File: config.mk
export PLATFORM = sky130hd
export DESIGN_NAME = colour_stats_multi
export DESIGN_NICKNAME = d
export VERILOG_FILES = /design/src/rtl/colour_stats_multi.sv
export SDC_FILE = /design/constraint.sdc
export NUM_CORES = 1
export LEC_CHECK = 0
export BUFFER_PORTS_ARGS = -buffer_cell sky130_fd_sc_hd__clkbuf_2
export CAP_MARGIN = 20
export CORE_MARGIN = 4
export CORE_UTILIZATION = 52
export DETAILED_ROUTE_END_ITERATION = 16
export GPL_ROUTABILITY_DRIVEN = 0
export MAX_ROUTING_LAYER = met4
export PLACE_DENSITY = 0.7
export SLEW_MARGIN = 0
export SYNTH_ARGS = -nofsm -noshare
export SYNTH_HDL_FRONTEND = slang
export SYNTH_SLANG_ARGS = --single-unit
File: constraint.sdc
create_clock -name clk -period 5 [get_ports clk]
set_input_delay 0.75 -clock clk [delete_from_list [all_inputs] [get_ports clk]]
set_output_delay 0.75 -clock clk [all_outputs]
set_load 0.02 [all_outputs]
File: src/rtl/colour_stats_multi.sv
// colour_stats_multi
//   Per-frame colour classifier for the camera pixel stream. Every pixel is
//   classified as red, green or blue dominant, and all three colours are
//   counted in parallel. The column extent of one selected colour is tracked.
//   All results are published together when the frame ends. A 1-cycle overlay
//   stream shows the classified pixels for the VGA path.
//
//   Handshake: a pixel beat is transferred on every rising clk edge where
//   pix_valid=1. There is no backpressure. sop/eop are only meaningful while
//   pix_valid=1. overlay_valid and stats_valid are single-cycle qualifiers for
//   their data; consumers must take the data in the cycle the qualifier is high.
//
// Ports
//   clk, reset_n                clock, asynchronous active-low reset
//   pix_valid, sop, eop         beat qualifier and frame markers
//   pix_data                    {r,g,b} pixel, CH_W bits per channel
//   upper_thresh                minimum level of the dominant channel
//   colour_sel                  0=red 1=green 2=blue 3=passthrough
//   overlay_data/valid          classified pixel, one cycle after the beat
//   red/green/blue_count        per-colour counts of the last published frame
//   sel_x_min/sel_x_max         column extent of the selected colour
//   sel_detected                selected-colour count >= MIN_PIXELS
//   frame_err                   last frame did not hold exactly IMG_W*IMG_H beats
//   stats_valid                 one-cycle pulse when the result outputs update
//   state_dbg                   current FSM state (0=IDLE, 1=ACTIVE)
module colour_stats_multi #(
    parameter int CH_W       = 4,
    parameter int IMG_W      = 320,
    parameter int IMG_H      = 240,
    parameter int MIN_PIXELS = 64,
    localparam int CNT_W     = $clog2(IMG_W*IMG_H+1),
    localparam int X_W       = $clog2(IMG_W)
) (
    input  logic              clk,
    input  logic              reset_n,
    input  logic              pix_valid,
    input  logic              sop,
    input  logic              eop,
    input  logic [3*CH_W-1:0] pix_data,
    input  logic [CH_W-1:0]   upper_thresh,
    input  logic [1:0]        colour_sel,
    output logic [3*CH_W-1:0] overlay_data,
    output logic              overlay_valid,
    output logic [CNT_W-1:0]  red_count,
    output logic [CNT_W-1:0]  green_count,
    output logic [CNT_W-1:0]  blue_count,
    output logic [X_W-1:0]    sel_x_min,
    output logic [X_W-1:0]    sel_x_max,
    output logic              sel_detected,
    output logic              frame_err,
    output logic              stats_valid,
    output logic              state_dbg
);

    localparam logic [CNT_W-1:0] N_PIX   = CNT_W'(IMG_W*IMG_H);
    localparam logic [CNT_W-1:0] MIN_CNT = CNT_W'(MIN_PIXELS);
    localparam logic [X_W-1:0]   X_LAST  = X_W'(IMG_W-1);
    localparam logic [X_W-1:0]   X_AFTER_FIRST = X_W'((IMG_W > 1) ? 1 : 0);
    localparam logic [CH_W-1:0]  FULL    = {CH_W{1'b1}};
    localparam logic [CH_W-1:0]  ZERO    = '0;

    typedef enum logic {S_IDLE = 1'b0, S_ACTIVE = 1'b1} state_t;
    state_t state_q, state_n;

    // Frame shadows and accumulators
    logic [CH_W-1:0]  thresh_sh;
    logic [1:0]       sel_sh;
    logic [CNT_W-1:0] cnt_r, cnt_g, cnt_b, total;
    logic [X_W-1:0]   x_cnt, xmin, xmax;
    logic             err_acc;

    // FSM decode
    logic start, accept, publish, use_live;

    // Classification
    logic [CH_W-1:0] ch_r, ch_g, ch_b, eff_thresh;
    logic [1:0]      eff_sel;
    logic            is_r, is_g, is_b, sel_match, track;

    // Next accumulator values
    logic [CNT_W-1:0]  cnt_r_n, cnt_g_n, cnt_b_n, total_n;
    logic [X_W-1:0]    x_n, xmin_n, xmax_n;
    logic              err_n, det_n;
    logic [3*CH_W-1:0] ovl_n;

    // ---------------- FSM: state register ----------------
    always_ff @(posedge clk or negedge reset_n) begin
        if (!reset_n) state_q <= S_IDLE;
        else          state_q <= state_n;
    end

    // ---------------- FSM: next state ----------------
    always_comb begin
        state_n = state_q;
        if (pix_valid && sop)
            state_n = eop ? S_IDLE : S_ACTIVE;   // sop&eop is a complete one-pixel frame
        else if (state_q == S_ACTIVE && pix_valid && eop)
            state_n = S_IDLE;
    end

    // ---------------- FSM: outputs / decode ----------------
    always_comb begin
        start    = pix_valid && sop;
        accept   = (state_q == S_ACTIVE) && pix_valid && !sop;
        publish  = pix_valid && eop && (sop || state_q == S_ACTIVE);
        // The sop beat already belongs to the new frame, so it uses the live
        // settings that are being latched into the shadows on the same edge.
        use_live = (state_q == S_IDLE) || start;
    end

    assign state_dbg = state_q;

    // ---------------- Classification ----------------
    assign ch_r       = pix_data[3*CH_W-1 -: CH_W];
    assign ch_g       = pix_data[2*CH_W-1 -: CH_W];
    assign ch_b       = pix_data[CH_W-1:0];
    assign eff_thresh = use_live ? upper_thresh : thresh_sh;
    assign eff_sel    = use_live ? colour_sel   : sel_sh;

    // Strict '>' against both others: ties are never dominant.
    assign is_r = (ch_r > ch_g) && (ch_r > ch_b) && (ch_r >= eff_thresh);
    assign is_g = (ch_g > ch_r) && (ch_g > ch_b) && (ch_g >= eff_thresh);
    assign is_b = (ch_b > ch_r) && (ch_b > ch_g) && (ch_b >= eff_thresh);

    always_comb begin
        case (eff_sel)
            2'd0:    sel_match = is_r;
            2'd1:    sel_match = is_g;
            2'd2:    sel_match = is_b;
            default: sel_match = 1'b0;
        endcase
    end
    assign track = (eff_sel != 2'd3) && sel_match;

    // ---------------- Accumulator next values ----------------
    always_comb begin
        cnt_r_n = cnt_r;
        cnt_g_n = cnt_g;
        cnt_b_n = cnt_b;
        total_n = total;
        x_n     = x_cnt;
        xmin_n  = xmin;
        xmax_n  = xmax;
        err_n   = err_acc;
        if (start) begin
            // Fresh frame: this beat is pixel 0 at column 0.
            cnt_r_n = CNT_W'(is_r);
            cnt_g_n = CNT_W'(is_g);
            cnt_b_n = CNT_W'(is_b);
            total_n = CNT_W'(1);
            x_n     = X_AFTER_FIRST;
            xmin_n  = track ? '0 : X_LAST;
            xmax_n  = '0;
            err_n   = 1'b0;
        end else if (accept) begin
            if (total < N_PIX) begin
                cnt_r_n = cnt_r + CNT_W'(is_r);
                cnt_g_n = cnt_g + CNT_W'(is_g);
                cnt_b_n = cnt_b + CNT_W'(is_b);
                total_n = total + CNT_W'(1);
                x_n     = (x_cnt == X_LAST) ? '0 : x_cnt + X_W'(1);
                if (track && (x_cnt < xmin)) xmin_n = x_cnt;
                if (track && (x_cnt > xmax)) xmax_n = x_cnt;
            end else begin
                // Overlong frame: the beat is dropped, only the error is kept.
                err_n = 1'b1;
            end
        end
    end

    always_comb begin
        case (eff_sel)
            2'd0:    det_n = (cnt_r_n >= MIN_CNT);
            2'd1:    det_n = (cnt_g_n >= MIN_CNT);
            2'd2:    det_n = (cnt_b_n >= MIN_CNT);
            default: det_n = 1'b0;
        endcase
    end

    always_comb begin
        ovl_n = '0;
        case (eff_sel)
            2'd0:    if (is_r) ovl_n = {FULL, ZERO, ZERO};
            2'd1:    if (is_g) ovl_n = {ZERO, FULL, ZERO};
            2'd2:    if (is_b) ovl_n = {ZERO, ZERO, FULL};
            default: ovl_n = pix_data;
        endcase
    end

    // ---------------- Accumulator registers ----------------
    always_ff @(posedge clk or negedge reset_n) begin
        if (!reset_n) begin
            thresh_sh <= '0;
            sel_sh    <= '0;
            cnt_r     <= '0;
            cnt_g     <= '0;
            cnt_b     <= '0;
            total     <= '0;
            x_cnt     <= '0;
            xmin      <= X_LAST;
            xmax      <= '0;
            err_acc   <= 1'b0;
        end else begin
            if (start) begin
                thresh_sh <= upper_thresh;
                sel_sh    <= colour_sel;
            end
            cnt_r   <= cnt_r_n;
            cnt_g   <= cnt_g_n;
            cnt_b   <= cnt_b_n;
            total   <= total_n;
            x_cnt   <= x_n;
            xmin    <= xmin_n;
            xmax    <= xmax_n;
            err_acc <= err_n;
        end
    end

    // ---------------- Result and overlay registers ----------------
    // Results load from the next-value logic so the eop beat is included and
    // the outputs change in the cycle after the eop beat.
    always_ff @(posedge clk or negedge reset_n) begin
        if (!reset_n) begin
            red_count     <= '0;
            green_count   <= '0;
            blue_count    <= '0;
            sel_x_min     <= X_LAST;
            sel_x_max     <= '0;
            sel_detected  <= 1'b0;
            frame_err     <= 1'b0;
            stats_valid   <= 1'b0;
            overlay_data  <= '0;
            overlay_valid <= 1'b0;
        end else begin
            stats_valid   <= publish;
            overlay_valid <= pix_valid;
            overlay_data  <= pix_valid ? ovl_n : '0;
            if (publish) begin
                red_count    <= cnt_r_n;
                green_count  <= cnt_g_n;
                blue_count   <= cnt_b_n;
                sel_x_min    <= xmin_n;
                sel_x_max    <= xmax_n;
                sel_detected <= det_n;
                frame_err    <= (total_n != N_PIX) || err_n;
            end
        end
    end

endmodule

; Yosys cells after proc, flatten, opt, wreduce, memory -nomap -nowiden
; Cells that the tools add are included.
[totals]
regBits = 188
input_bits = 23
out_inout_bits = 86
[op_classes]
addsub = 5
n_lt_le_gt_ge = 15
n_eq_ne = 5
n_mux = 40
bitwise_logic = 1
n_reduce_logical = 24
[op_table]
columns = operator, count
row1 = 2-to-1 mux 17 bit, 12
row2 = 2-to-1 mux 9 bit, 13
row3 = adder 17 x 1 -> 17 bit, 3
row4 = ">= comparator 17 x 7 -> 1 bit, second input constant", 3
row5 = one-hot mux 12 bit (3 select lines), 1
row6 = > comparator 4 bit, 6
row7 = 2-to-1 mux 12 bit, 2
row8 = "adder 17 x 1 -> 17 bit, second input constant", 1
row9 = "< comparator 17 bit, second input constant", 1
row10 = "!= test 17 bit, second input constant", 1
row11 = logical AND 1 bit, 15
row12 = >= comparator 4 bit, 3
row13 = "adder 9 x 1 -> 9 bit, second input constant", 1
row14 = "== test 9 bit, second input constant", 1
row15 = > comparator 9 bit, 1
row16 = < comparator 9 bit, 1
row17 = 2-to-1 mux 4 bit, 2
row18 = 2-to-1 mux 8 bit, 1
row19 = 2-to-1 mux 1 bit, 6
row20 = one-hot mux 1 bit (3 select lines), 2
row21 = nonzero test 2 bit, 3
row22 = logical OR 1 bit, 3
row23 = "== test 2 x 1 -> 1 bit, second input constant", 1
row24 = "== test 2 bit, second input constant", 1
row25 = other kinds (6), 6

; Logic depth before layout (Yosys ltp)
; Gate-level depths: netlist of the first run.
[logic_depth]
depth_word = 12
depth_mapped = 19
ltp_nobuf = 17

; Least setup slack after synthesis of the first run
; No wires, ideal clock.
[synth_timing]
kind = input port to flip-flop
start = input port sop
end = register sel_detected
arrival_ns = 4.440
required_ns = 4.870
setup_slack_ns = 0.429
stages = 19
path_buffers = 2
path_cell_list = buf_4 -> a21boi_2 -> buf_6 -> mux2_2 -> ha_1 -> nand2b_1 -> a21o_1 -> maj3_2 -> a21oi_2 -> nor2_1 -> ha_1 -> ha_1 -> nand3_1 -> nor3_1 -> xnor2_1 -> nor2_1 -> or4b_2 -> nor3_1 -> o32ai_1
[synth_via]
elab_chain_len = 11
word_cells_on_any_way = 33
cone_classes = add/sub: 3 / order compare: 6 / eq/ne: 2 / mux: 12 / reduce/logical: 10
[synth_rtl]
columns = item, line
row1 = start: declaration, 37  ; input logic sop,
row2 = logical AND 1 bit, 103  ; start = pix_valid && sop;
row3 = logical OR 1 bit, 108  ; use_live = (state_q == S_IDLE) || start;
row4 = 2-to-1 mux 4 bit, 117  ; assign eff_thresh = use_live ? upper_thresh : thresh_sh;
row5 = >= comparator 4 bit, 122  ; assign is_g = (ch_g > ch_r) && (ch_g > ch_b) && (ch_g >= eff_thresh);
row6 = logical AND 1 bit, 122
row7 = adder 17 x 1 -> 17 bit, 158  ; cnt_g_n = cnt_g + CNT_W'(is_g);
row8 = 2-to-1 mux 17 bit, 156  ; if (total < N_PIX) begin
row9 = 2-to-1 mux 17 bit, 155  ; end else if (accept) begin
row10 = 2-to-1 mux 17 bit (*), 145  ; if (start) begin
row11 = via cnt_g_n[14], 81  ; logic [CNT_W-1:0] cnt_r_n, cnt_g_n, cnt_b_n, total_n;
row12 = >= comparator 17 x 7 -> 1 bit (*), 174  ; 2'd1: det_n = (cnt_g_n >= MIN_CNT);
row13 = one-hot mux 1 bit (3 select lines) (*), 172  ; case (eff_sel)
row14 = end signal: assignment, 244  ; sel_detected <= det_n;
row15 = end: declaration, 49  ; output logic sel_detected,
; Mark *: on every way through the listed nets, which the timed path passes. The rest lies on a longest branch.
; A chain may end at the register's enable or synchronous reset.

; Final worst setup path of the first run
[layout_timing]
start = register state_q (netlist: state_dbg)
end = register sel_detected
[layout_via]
elab_chain_len = 11
word_cells_on_any_way = 33
cone_classes = add/sub: 3 / order compare: 6 / eq/ne: 2 / mux: 12 / bitwise: 1 / reduce/logical: 9
[layout_rtl]
columns = item, line
row1 = start: declaration, 63  ; state_t state_q, state_n;
row2 = start signal: assignment, 89  ; else state_q <= state_n;
row3 = inverter 1 bit, 108
row4 = logical OR 1 bit, 108
row5 = 2-to-1 mux 4 bit, 117
row6 = >= comparator 4 bit, 122
row7 = logical AND 1 bit, 122
row8 = adder 17 x 1 -> 17 bit, 158
row9 = 2-to-1 mux 17 bit, 156
row10 = 2-to-1 mux 17 bit (*), 155
row11 = 2-to-1 mux 17 bit (*), 145
row12 = via cnt_g_n[14], 81
row13 = >= comparator 17 x 7 -> 1 bit (*), 174
row14 = one-hot mux 1 bit (3 select lines) (*), 172
; Marks and branches as above.

==> results of run 1 <==
==> metrics by stage <==
step	instance area [um2]	hold slack (ns)
after CTS	10900	0.482
after global routing	10900	0.499
final	10900	0.427
after floorplan	9480	0.440
after detailed placement	10300	0.462
after global placement	10300	0.462
==> report_power, final <==
part / internal, mW / switching (mW)
clock: 0.834 / 0.598
sequential: 1.61 / 0.0516
combinational: 0.176 / 0.315
==> layout by cell type (no fill, tap or decap), drive strengths merged, types with 2 or more instances in the layout <==
| master | n |
|---|---|
| o31a | 4 |
| xor2 | 40 |
| nand3 | 25 |
| o211ai | 3 |
| dfrtp | 174 |
| nor2 | 88 |
| a211oi | 2 |
| o311ai | 2 |
| nand4 | 32 |
| o21a | 6 |
| clkbuf | 129 |
| and4 | 8 |
| ha | 46 |
| nand2 | 205 |
| maj3 | 2 |
| a21boi | 10 |
| dfstp | 14 |
| nand2b | 5 |
| a21o | 9 |
| inv | 54 |
| o21ai | 41 |
| xnor2 | 14 |
| a31oi | 9 |
| o211a | 2 |
| buf | 18 |
| and3 | 12 |
| nor4 | 12 |
| a2111oi | 3 |
| clkinv | 5 |
| mux2i | 16 |
| a21oi | 35 |
| and2 | 5 |
| mux2 | 13 |
| nor2b | 4 |
| o31ai | 23 |
| or4 | 4 |
| bufinv | 3 |
| nor3 | 17 |
| or3 | 6 |
==> logic make-up (layout without fill, tap and decap cells) <==
kind of cell / after synthesis / count (layout) / synth area share
AOI/OAI and AO/OA: 154 / 154 / 0.111
xor gates and xnor gates: 54 / 54 / 0.0499
adders and majority gates: 48 / 48 / 0.0629
buffers and inverters: 98 / 210 / 0.0418
DFF: 188 / 188 / 0.498
muxes: 29 / 29 / 0.0323
and+or+nand+nor: 428 / 428 / 0.204
==> state kept, by name, summed over array words and instances, names as in the netlist, 2 cells and up <==
name	count
blue_count	17
cnt_b	17
cnt_g	17
cnt_r	17
green_count	17
overlay_data	12
red_count	17
sel_sh	2
sel_x_max	9
sel_x_min	9
thresh_sh	4
total	17
x_cnt	9
xmax	9
xmin	9
==> worst min path at each step <==
stage	startpoint	to	slack, ns
floorplan	thresh_sh[0]	thresh_sh[0]	0.44
global placement	green_count[14]	green_count[14]	0.46
detailed placement	red_count[10]	red_count[10]	0.46
CTS	reset_n	sel_x_max[0]	0.48
global route	green_count[2]	green_count[2]	0.50
finish	reset_n	sel_x_max[2]	0.43
==> cell type report <==
| class | count | share of cell area |
|---|---|---|
| clock buffers | 21 | 0.0432 |
| clock inverters | 11 | 0.0142 |
| inverters | 52 | 0.0179 |
| multi-input cells | 713 | 0.402 |
| flip-flops and latches | 188 | 0.434 |
| well taps | 229 | 0.0263 |
| repair buffers | 126 | 0.0629 |
==> metal layers <==
metal  up-vias  wire, um  GRT usage
met5         -         0          -
met1      3639     10300      0.320
met4         0       382     0.0700
met2       189     10400      0.362
met3        29       980     0.0355
li1       3621         -          -
==> impl_metrics.ini, run 1 <==
[run_status]
status = completed

[worst_setup_path]
worstReg2RegStart = state_dbg
cpMaxStageDelayCell = or4b_2
crit_fanout = 7
rr_endpoint = sel_detected
worstPathCellList = a21boi_2, buf_4, mux2i_1, ha_1, a21o_1, maj3_2, a21oi_2, nor2_1, ha_1, ha_1, nand3_1, nor3_1, xnor2_1, nor2_1, or4b_2, nor3_1, o32ai_1
crit_family = simple AND/OR/NAND/NOR gates
max_stage_delay_ns = 0.70
cp-startpoint = state_dbg
start_kind = flip-flop
cp.depth = 17
criticalPathCategory = reg2reg
crit_top_cell = ha_1
reg2reg_depth = 17
endpoint_kind = flip-flop
cp-endpoint = sel_detected
worstPathArrival_ns = 4.74
critPathBufInv = 1
required_ns = 5.30
ff2ff_setup_slack_ns = 0.56

[placed_design]
hpwl_um = 15400
pre_cts_ws_ns = 0.189
port_buffers = 108
numPlacedInstances = 1308

[detailed_routing]
drc = 0
wl_per_cell_um = 16.4
drt_iter0_markers = 456
final_antenna_net_count = 0
drt-total-wl_um = 22000
vias_per_cell = 5.58
vias = 7478
first_pass_iters = 5

[cts]
clkTransAtPathRegs_ns = 0.07
cts_sinks = 188
cts-htree-levels = 4
cts_buffer_depth = 2
ctsHoldBuffers = 0
post_cts_buffers = 0
cts_resized = 0
cts_tree = done
cts_buffers = 17
clk_latency_ns = 0.43
root_buffer = clkbuf_16

[timing]
relSlewSlack = 0.279
worst_slack_ns = 0.558
max_freq_mhz = 225
clock_skew_ns = 0.00824
fin_crit_ns = 4.44
rsz0062_at_grt = false
worst_slew_pin_slew_ns = 1.08
fin_tns_setup_ns = 0
min_period_over_period = 0.888
setup_viol = 0
drv_slew = 0
hold_viol_final = 0

[power_and_ir_drop]
p_leak_nw = 5.51
power_density_nw_per_um2 = 329
finalPower_mw = 3.58
irDropWorstVdd_uv = 273

[floorplanning]
initial_utilization = 0.528
die_h_um = 143
die_w_um = 143
ios = 109
core-area_um2 = 18000
rows = 49
design.die.area_um2 = 20500

[final_layout]
seqCellArea_um2 = 4720
multi_input_comb_area_um2 = 4370
nNetsFinal = 1167
drive_gt1_frac = 0.183
fin_util = 0.606
areaGrowthSynthToFinish_pct = 14.8
fill_cells = 1565
instances_no_fill = 1340
antenna_cells = 0

[synthesis]
synthArstFlopShare = 1.00
synth_nets = 1068
syn_area_per_cell_um2 = 9.49
postSynthCellCount = 999
netlist_top_cells_area = dfrtp_1 46%, nand2_1 8.1%, ha_1 6.1%
synth_commonest_cells = 205 x nand2_1, 174 x dfrtp_1, 88 x nor2_1
synth-seq-area-share = 0.498
synth_area_um2 = 9480
ys_types = 60
synth-seq-cells = 188
synth-edff-count = 0
ys_warn_count = 0
ys.flop_type = dfrtp_1
yosys.area.top_type = dfrtp_1
synth_top_area_share = 0.459
synth_most_common_cell = nand2_1

[global_routing]
grt_pass1_vias = 7288
overflow = 0
grt_use_total = 0.233
grt_pass1_wl_um = 37300
antenna_found_initial = 0
grt_start_max_net_pins = 117

[flow_run]
drv_cap = 0

[worst_hold_path]
hold_path_class = in2async
(Power assumes the default switching activity.)
==> inputs of run 2 (changes only) <==
--- a/config.mk
+++ b/config.mk
@@ -5,7 +5,8 @@
 export SDC_FILE = /design/constraint.sdc
 export NUM_CORES = 1
 export LEC_CHECK = 0
-export BUFFER_PORTS_ARGS = -buffer_cell sky130_fd_sc_hd__clkbuf_2
+export ABC_CLOCK_PERIOD_IN_PS = 4970
+export BUFFER_PORTS_ARGS = -buffer_cell sky130_fd_sc_hd__buf_2
 export CAP_MARGIN = 20
 export CORE_MARGIN = 4
 export CORE_UTILIZATION = 52
==> constraint.sdc (replaced) <==
create_clock -name clk -period 4.97 [get_ports clk]
set_input_delay 0.7455 -clock clk [delete_from_list [all_inputs] [get_ports clk]]
set_output_delay 0.7455 -clock clk [all_outputs]
set_load 0.02 [all_outputs]
==> run 2 against run 1 <==
Effect of this change:
- largest cell class unchanged
- design area is 0.46% lower
- register-to-register slack worse by 0.08 ns
- clock power is 6% lower
- via count is 0.83% lower
- critical endpoint unchanged
- worst hold slack worse by 0.0013 ns
- routed wire length is 0.69% lower
- combinational power hardly changed
- critical path depth stayed put
- clock-buffer cell count is 2 lower
- non-clock buffer count stayed put
==> impl_metrics.ini, run 2 (same netlist as run 1, synthesis figures left out) <==
[detailed_routing]
drt-met1-wl_um = 10400
first_pass_iters = 7
wl_per_cell_um = 16.3
wl_met3_um = 892
final_antenna_net_count = 0
drt-total-wl_um = 21900
drt_iter0_markers = 517
drc = 0
routed-wl-met2_um = 10400
highest_layer = met4
vias = 7416
vias_per_cell = 5.53

[power_and_ir_drop]
p_clk_frac = 0.383
power.internal_mw = 2.51
power_density_nw_per_um2 = 323
p_leak_nw = 5.53
switchingPower_uw = 987
sw_frac_of_total = 0.282
pwr-share-comb = 0.141
seqPwrFrac = 0.477
irDropWorstVdd_uv = 217

[timing]
clock_skew_ns = 0.0113
max_freq_mhz = 223
rsz0062_at_grt = false
min_period_over_period = 0.903
drv_slew = 0
hold_viol_final = 0
fin_tns_setup_ns = 0
setup_viol = 0
relSlewSlack = 0.249
worst_slack_ns = 0.480
worst_slew_pin_slew_ns = 1.12
fin_crit_ns = 4.49

[placed_design]
port_buffers = 108
hpwl_um = 15200
pre_cts_ws_ns = 0.127
dpl_cell_area_um2 = 10300

[cts]
ctsHoldBuffers = 0
post_cts_buffers = 0
cts_buffers = 17
root_buffer = clkbuf_16
cts_sinks = 188
clkTransAtPathRegs_ns = 0.07
cts_tree = done
cts_resized = 0
cts_buffer_depth = 2
clk_latency_ns = 0.43
cts-htree-levels = 4

[worst_setup_path]
crit_top_cell = ha_1
start_kind = flip-flop
max_stage_delay_ns = 0.69
required_ns = 5.27
worstPathArrival_ns = 4.79
crit_fanout = 7
criticalPathCategory = reg2reg
worstPathCellList = a21boi_2, buf_4, mux2i_1, ha_1, a21o_1, maj3_2, a21oi_2, nor2_1, ha_1, ha_1, nand3_1, nor3_1, xnor2_1, nor2_1, or4b_2, nor3_1, o32ai_1
cpMaxStageDelayCell = or4b_2
endpoint_kind = flip-flop

[final_layout]
antenna_cells = 0
layout_common_cells = 205 x nand2_1, 174 x dfrtp_1, 107 x buf_2, 88 x nor2_1, 51 x inv_1
layout_commonest_cell = nand2_1
nNetsFinal = 1167
drive_gt1_frac = 0.183
fin_area_um2 = 10800
areaGrowthSynthToFinish_pct = 14.3

[global_routing]
grt_pass1_wl_um = 36500
grt_start_max_net_pins = 120
overflow = 0
antenna_found_initial = 0
grt_use_total = 0.229
grt_pass1_vias = 7094

[floorplanning]
core-area_um2 = 18000
initial_utilization = 0.528
die_h_um = 143
design.die.area_um2 = 20500
rows = 49
die_w_um = 143
ios = 109

[flow_run]
drv_cap = 0

[run_status]
status = completed

[worst_hold_path]
hold_path_class = in2async
## run 2: power groups by stage
stage / clock (mW) / sequential [mW] / combinational (mW)
2_1_floorplan: 0 / 1.73 / 0.283
3_3_place_gp: 0 / 1.69 / 0.485
3_5_place_dp: 0 / 1.70 / 0.494
4_1_cts: 1.36 / 1.67 / 0.499
5_1_grt: 1.44 / 1.68 / 0.553
6_report: 1.34 / 1.67 / 0.492
## run 2: critical path: cells and delay by family, from the launching register on
kind,cells,cell delay (ns)
mux,1,0.33
xor+xnor,1,0.14
flops,1,0.47
compound gates,4,0.68
simple gates,6,1.45
fa+ha+maj,4,1.08
buf+inv,1,0.19
## run 2: metal layers
| layer | global-route usage | vias up |
|---|---|---|
| li1 | - | 3631 |
| met1 | 0.319 | 3603 |
| met2 | 0.351 | 166 |
| met3 | 0.0452 | 16 |
| met4 | 0.0530 | 0 |
| met5 | - | - |
## run 2: area by class of cell
type	count	area, um2
Clock buffer	19	443
Sequential cell	188	4720
Inverter	52	195
Fill cell	1572	7130
Tap cell	229	287
Timing Repair Buffer	126	684
Multi-Input combinational cell	713	4370
Clock inverter	13	133
## run 2: worst paths after layout
kind                                   start            to  slack [ns]  cells past startpoint
worst min-delay path                 reset_n       xmax[2]        0.43                      1
worst max register to register     state_dbg  sel_detected        0.48                     17
worst min register to register  sel_x_max[3]  sel_x_max[3]        0.47                      2
worst max-delay path               state_dbg  sel_detected        0.48                     17
min in group clk                sel_x_max[3]  sel_x_max[3]        0.47                      2
max in group asynchronous            reset_n       xmin[0]        3.39                      2
## run 2: stage by stage
step,hold slack (ns),util,power [mW],instances
4_1_cts,0.479,0.603,3.53,1340
3_5_place_dp,0.457,0.571,2.19,1308
6_report,0.425,0.603,3.50,1340
5_1_grt,0.499,0.603,3.67,1340
3_3_place_gp,0.458,0.571,2.18,1308
2_1_floorplan,0.440,-,2.02,999
==> inputs of run 3 (changes only) <==
--- a/config.mk
+++ b/config.mk
@@ -5,7 +5,7 @@
 export SDC_FILE = /design/constraint.sdc
 export NUM_CORES = 1
 export LEC_CHECK = 0
-export ABC_CLOCK_PERIOD_IN_PS = 4970
+export ABC_CLOCK_PERIOD_IN_PS = 4100
 export BUFFER_PORTS_ARGS = -buffer_cell sky130_fd_sc_hd__buf_2
 export CAP_MARGIN = 20
 export CORE_MARGIN = 4
@@ -13,7 +13,7 @@
 export DETAILED_ROUTE_END_ITERATION = 16
 export GPL_ROUTABILITY_DRIVEN = 0
 export MAX_ROUTING_LAYER = met4
-export PLACE_DENSITY = 0.7
+export PLACE_DENSITY = 0.75
 export SLEW_MARGIN = 0
 export SYNTH_ARGS = -nofsm -noshare
 export SYNTH_HDL_FRONTEND = slang
==> constraint.sdc (replaced) <==
create_clock -name clk -period 4.1 [get_ports clk]
set_input_delay 0.615 -clock clk [delete_from_list [all_inputs] [get_ports clk]]
set_output_delay 0.615 -clock clk [all_outputs]
set_load 0.02 [all_outputs]
==> run 3 against run 2 <==
Effect of this change:
- sequential share of layout area fell by 1.5 points
- worst hold slack lost 0.14 ns
- fmax increased by 18%
- sequential power increased by 21%
- die area unchanged
- register-to-register slack got worse by 0.18 ns
- utilization grew 2.2 points
- first-iteration DRC count is 18% higher
- routed wire length up 4.5%
==> impl_metrics.ini, run 3 (same netlist as run 1, synthesis figures left out) <==
[global_routing]
grt_use_met3 = 0.0385
grt_use_met1 = 0.321
grt_use_total = 0.241
grt_use_met2 = 0.383
antenna_found_initial = 0
overflow = 0
grt_pass1_vias = 7728
grt.busiest_layer = met2
grt_start_max_net_pins = 110
grt_pass1_wl_um = 38600

[timing]
fin_crit_ns = 3.80
drv_slew = 0
rsz0062_at_grt = false
max_freq_mhz = 263
relSlewSlack = 0.310
setup_viol = 0
hold_viol_final = 0
worst_slew_pin_slew_ns = 1.03
clock_skew_ns = 0.00693
worst_slack_ns = 0.303
min_period_over_period = 0.926

[power_and_ir_drop]
sw_frac_of_total = 0.276
power.internal_mw = 3.13
pwr-share-comb = 0.146
irDropWorstVdd_uv = 314
seqPwrFrac = 0.469
p_leak_nw = 5.73
p_clk_frac = 0.385
power_density_nw_per_um2 = 385
switchingPower_mw = 1.19

[floorplanning]
core-area_um2 = 18000
die_h_um = 143
ios = 109
rows = 49
initial_utilization = 0.528
die_w_um = 143
design.die.area_um2 = 20500

[final_layout]
fill_cells = 1496
instances_no_fill = 1375
fin_area_um2 = 11200
multi_input_comb_area_um2 = 4460
antenna_cells = 0
layout_common_cells = 205 x nand2_1, 174 x dfrtp_1, 107 x buf_2, 86 x nor2_1, 53 x buf_4
areaGrowthSynthToFinish_pct = 18.4
fin_util = 0.625
layout_commonest_cell = nand2_1
seqCellArea_um2 = 4720
nNetsFinal = 1203
drive_gt1_frac = 0.224

[cts]
root_buffer = clkbuf_16
cts_buffers = 17
cts_tree = done
clkTransAtPathRegs_ns = 0.07
clk_latency_ns = 0.43
cts_buffer_depth = 2
cts-htree-levels = 4
post_cts_buffers = 0
ctsHoldBuffers = 0
cts_resized = 0
cts_sinks = 188

[worst_setup_path]
ff2ff_setup_slack_ns = 0.30
cpMaxStageDelayCell = or4_1
worstPathCellList = a21boi_2, buf_4, mux2i_2, ha_1, a21o_1, maj3_2, a21oi_2, nor2_2, ha_2, and3_4, nand4_1, xor2_1, nor2_1, or4_1, nor4_1, o32ai_1
endpoint_kind = flip-flop
worstPathArrival_ns = 4.11
worstReg2RegStart = state_dbg
reg2reg_depth = 16
criticalPathCategory = reg2reg
required_ns = 4.41
start_kind = flip-flop
rr_endpoint = sel_detected
crit_fanout = 7
cp-startpoint = state_dbg
max_stage_delay_ns = 0.52
cp-endpoint = sel_detected

[placed_design]
dpl_cell_area_um2 = 10600
pre_cts_ws_ns = -0.129
hpwl_um = 16100
numPlacedInstances = 1344
port_buffers = 108

[detailed_routing]
drc = 0
first_pass_iters = 7
wl_per_cell_um = 16.6
final_antenna_net_count = 0
drt-total-wl_um = 22900
vias = 7718
vias_per_cell = 5.61
drt_iter0_markers = 609

[worst_hold_path]
hold_path_class = in2async

[flow_run]
drv_cap = 0

[run_status]
status = completed
[run 3: cell type report]
| cell class | instances | area share |
|---|---|---|
| sequential | 188 | 0.421 |
| multi-input combinational | 713 | 0.398 |
| clock inverter | 12 | 0.0123 |
| inverter | 52 | 0.0174 |
| clock buffer | 19 | 0.0403 |
| timing repair buffer | 162 | 0.0862 |
| tap | 229 | 0.0255 |
[run 3: per-layer routing]
metal / part of all wire / wire length [um] / vias up
met4: 0.020 / 467 / 0
met5: 0 / 0 / -
met3: 0.046 / 1040 / 43
met2: 0.48 / 11000 / 202
li1: - / - / 3696
met1: 0.45 / 10300 / 3777
[run 3: critical path: cells and delay by family, from the launching register on]
family	cells	cell delay (ns)
and+or+nand+nor	6	1.23
adders and majority gates	3	0.79
AOI/OAI and AO/OA	4	0.64
DFF	1	0.35
muxes	1	0.29
buffers and inverters	1	0.20
xor gates and xnor gates	1	0.17
[run 3: worst min-delay path by stage]
stage / startpoint / to / slack [ns] / cells after the start
finish: reset_n / sel_x_max[2] / 0.28 / 1
global route: reset_n / sel_x_max[2] / 0.36 / 1
CTS: reset_n / sel_x_max[4] / 0.34 / 1
detailed placement: blue_count[7] / blue_count[7] / 0.46 / 2
global placement: red_count[5] / red_count[5] / 0.46 / 2
floorplan: reset_n / blue_count[0] / 0.32 / 0
[run 3: power groups by stage]
| stage | registers, mW | logic, mW | clock network (mW) |
|---|---|---|---|
| final | 2.02 | 0.629 | 1.66 |
| after global routing | 2.04 | 0.703 | 1.78 |
| after CTS | 2.02 | 0.633 | 1.69 |
| after detailed placement | 2.06 | 0.628 | 0 |
| after global placement | 2.05 | 0.614 | 0 |
| after floorplan | 2.10 | 0.352 | 0 |
[run 3: stage by stage]
| step | hold slack [ns] | power (mW) | setup TNS (ns) |
|---|---|---|---|
| floorplan | 0.319 | 2.45 | 0 |
| global placement | 0.457 | 2.67 | -0.0232 |
| detailed placement | 0.458 | 2.69 | -0.129 |
| CTS | 0.335 | 4.35 | 0 |
| global route | 0.357 | 4.51 | 0 |
| finish | 0.281 | 4.32 | 0 |
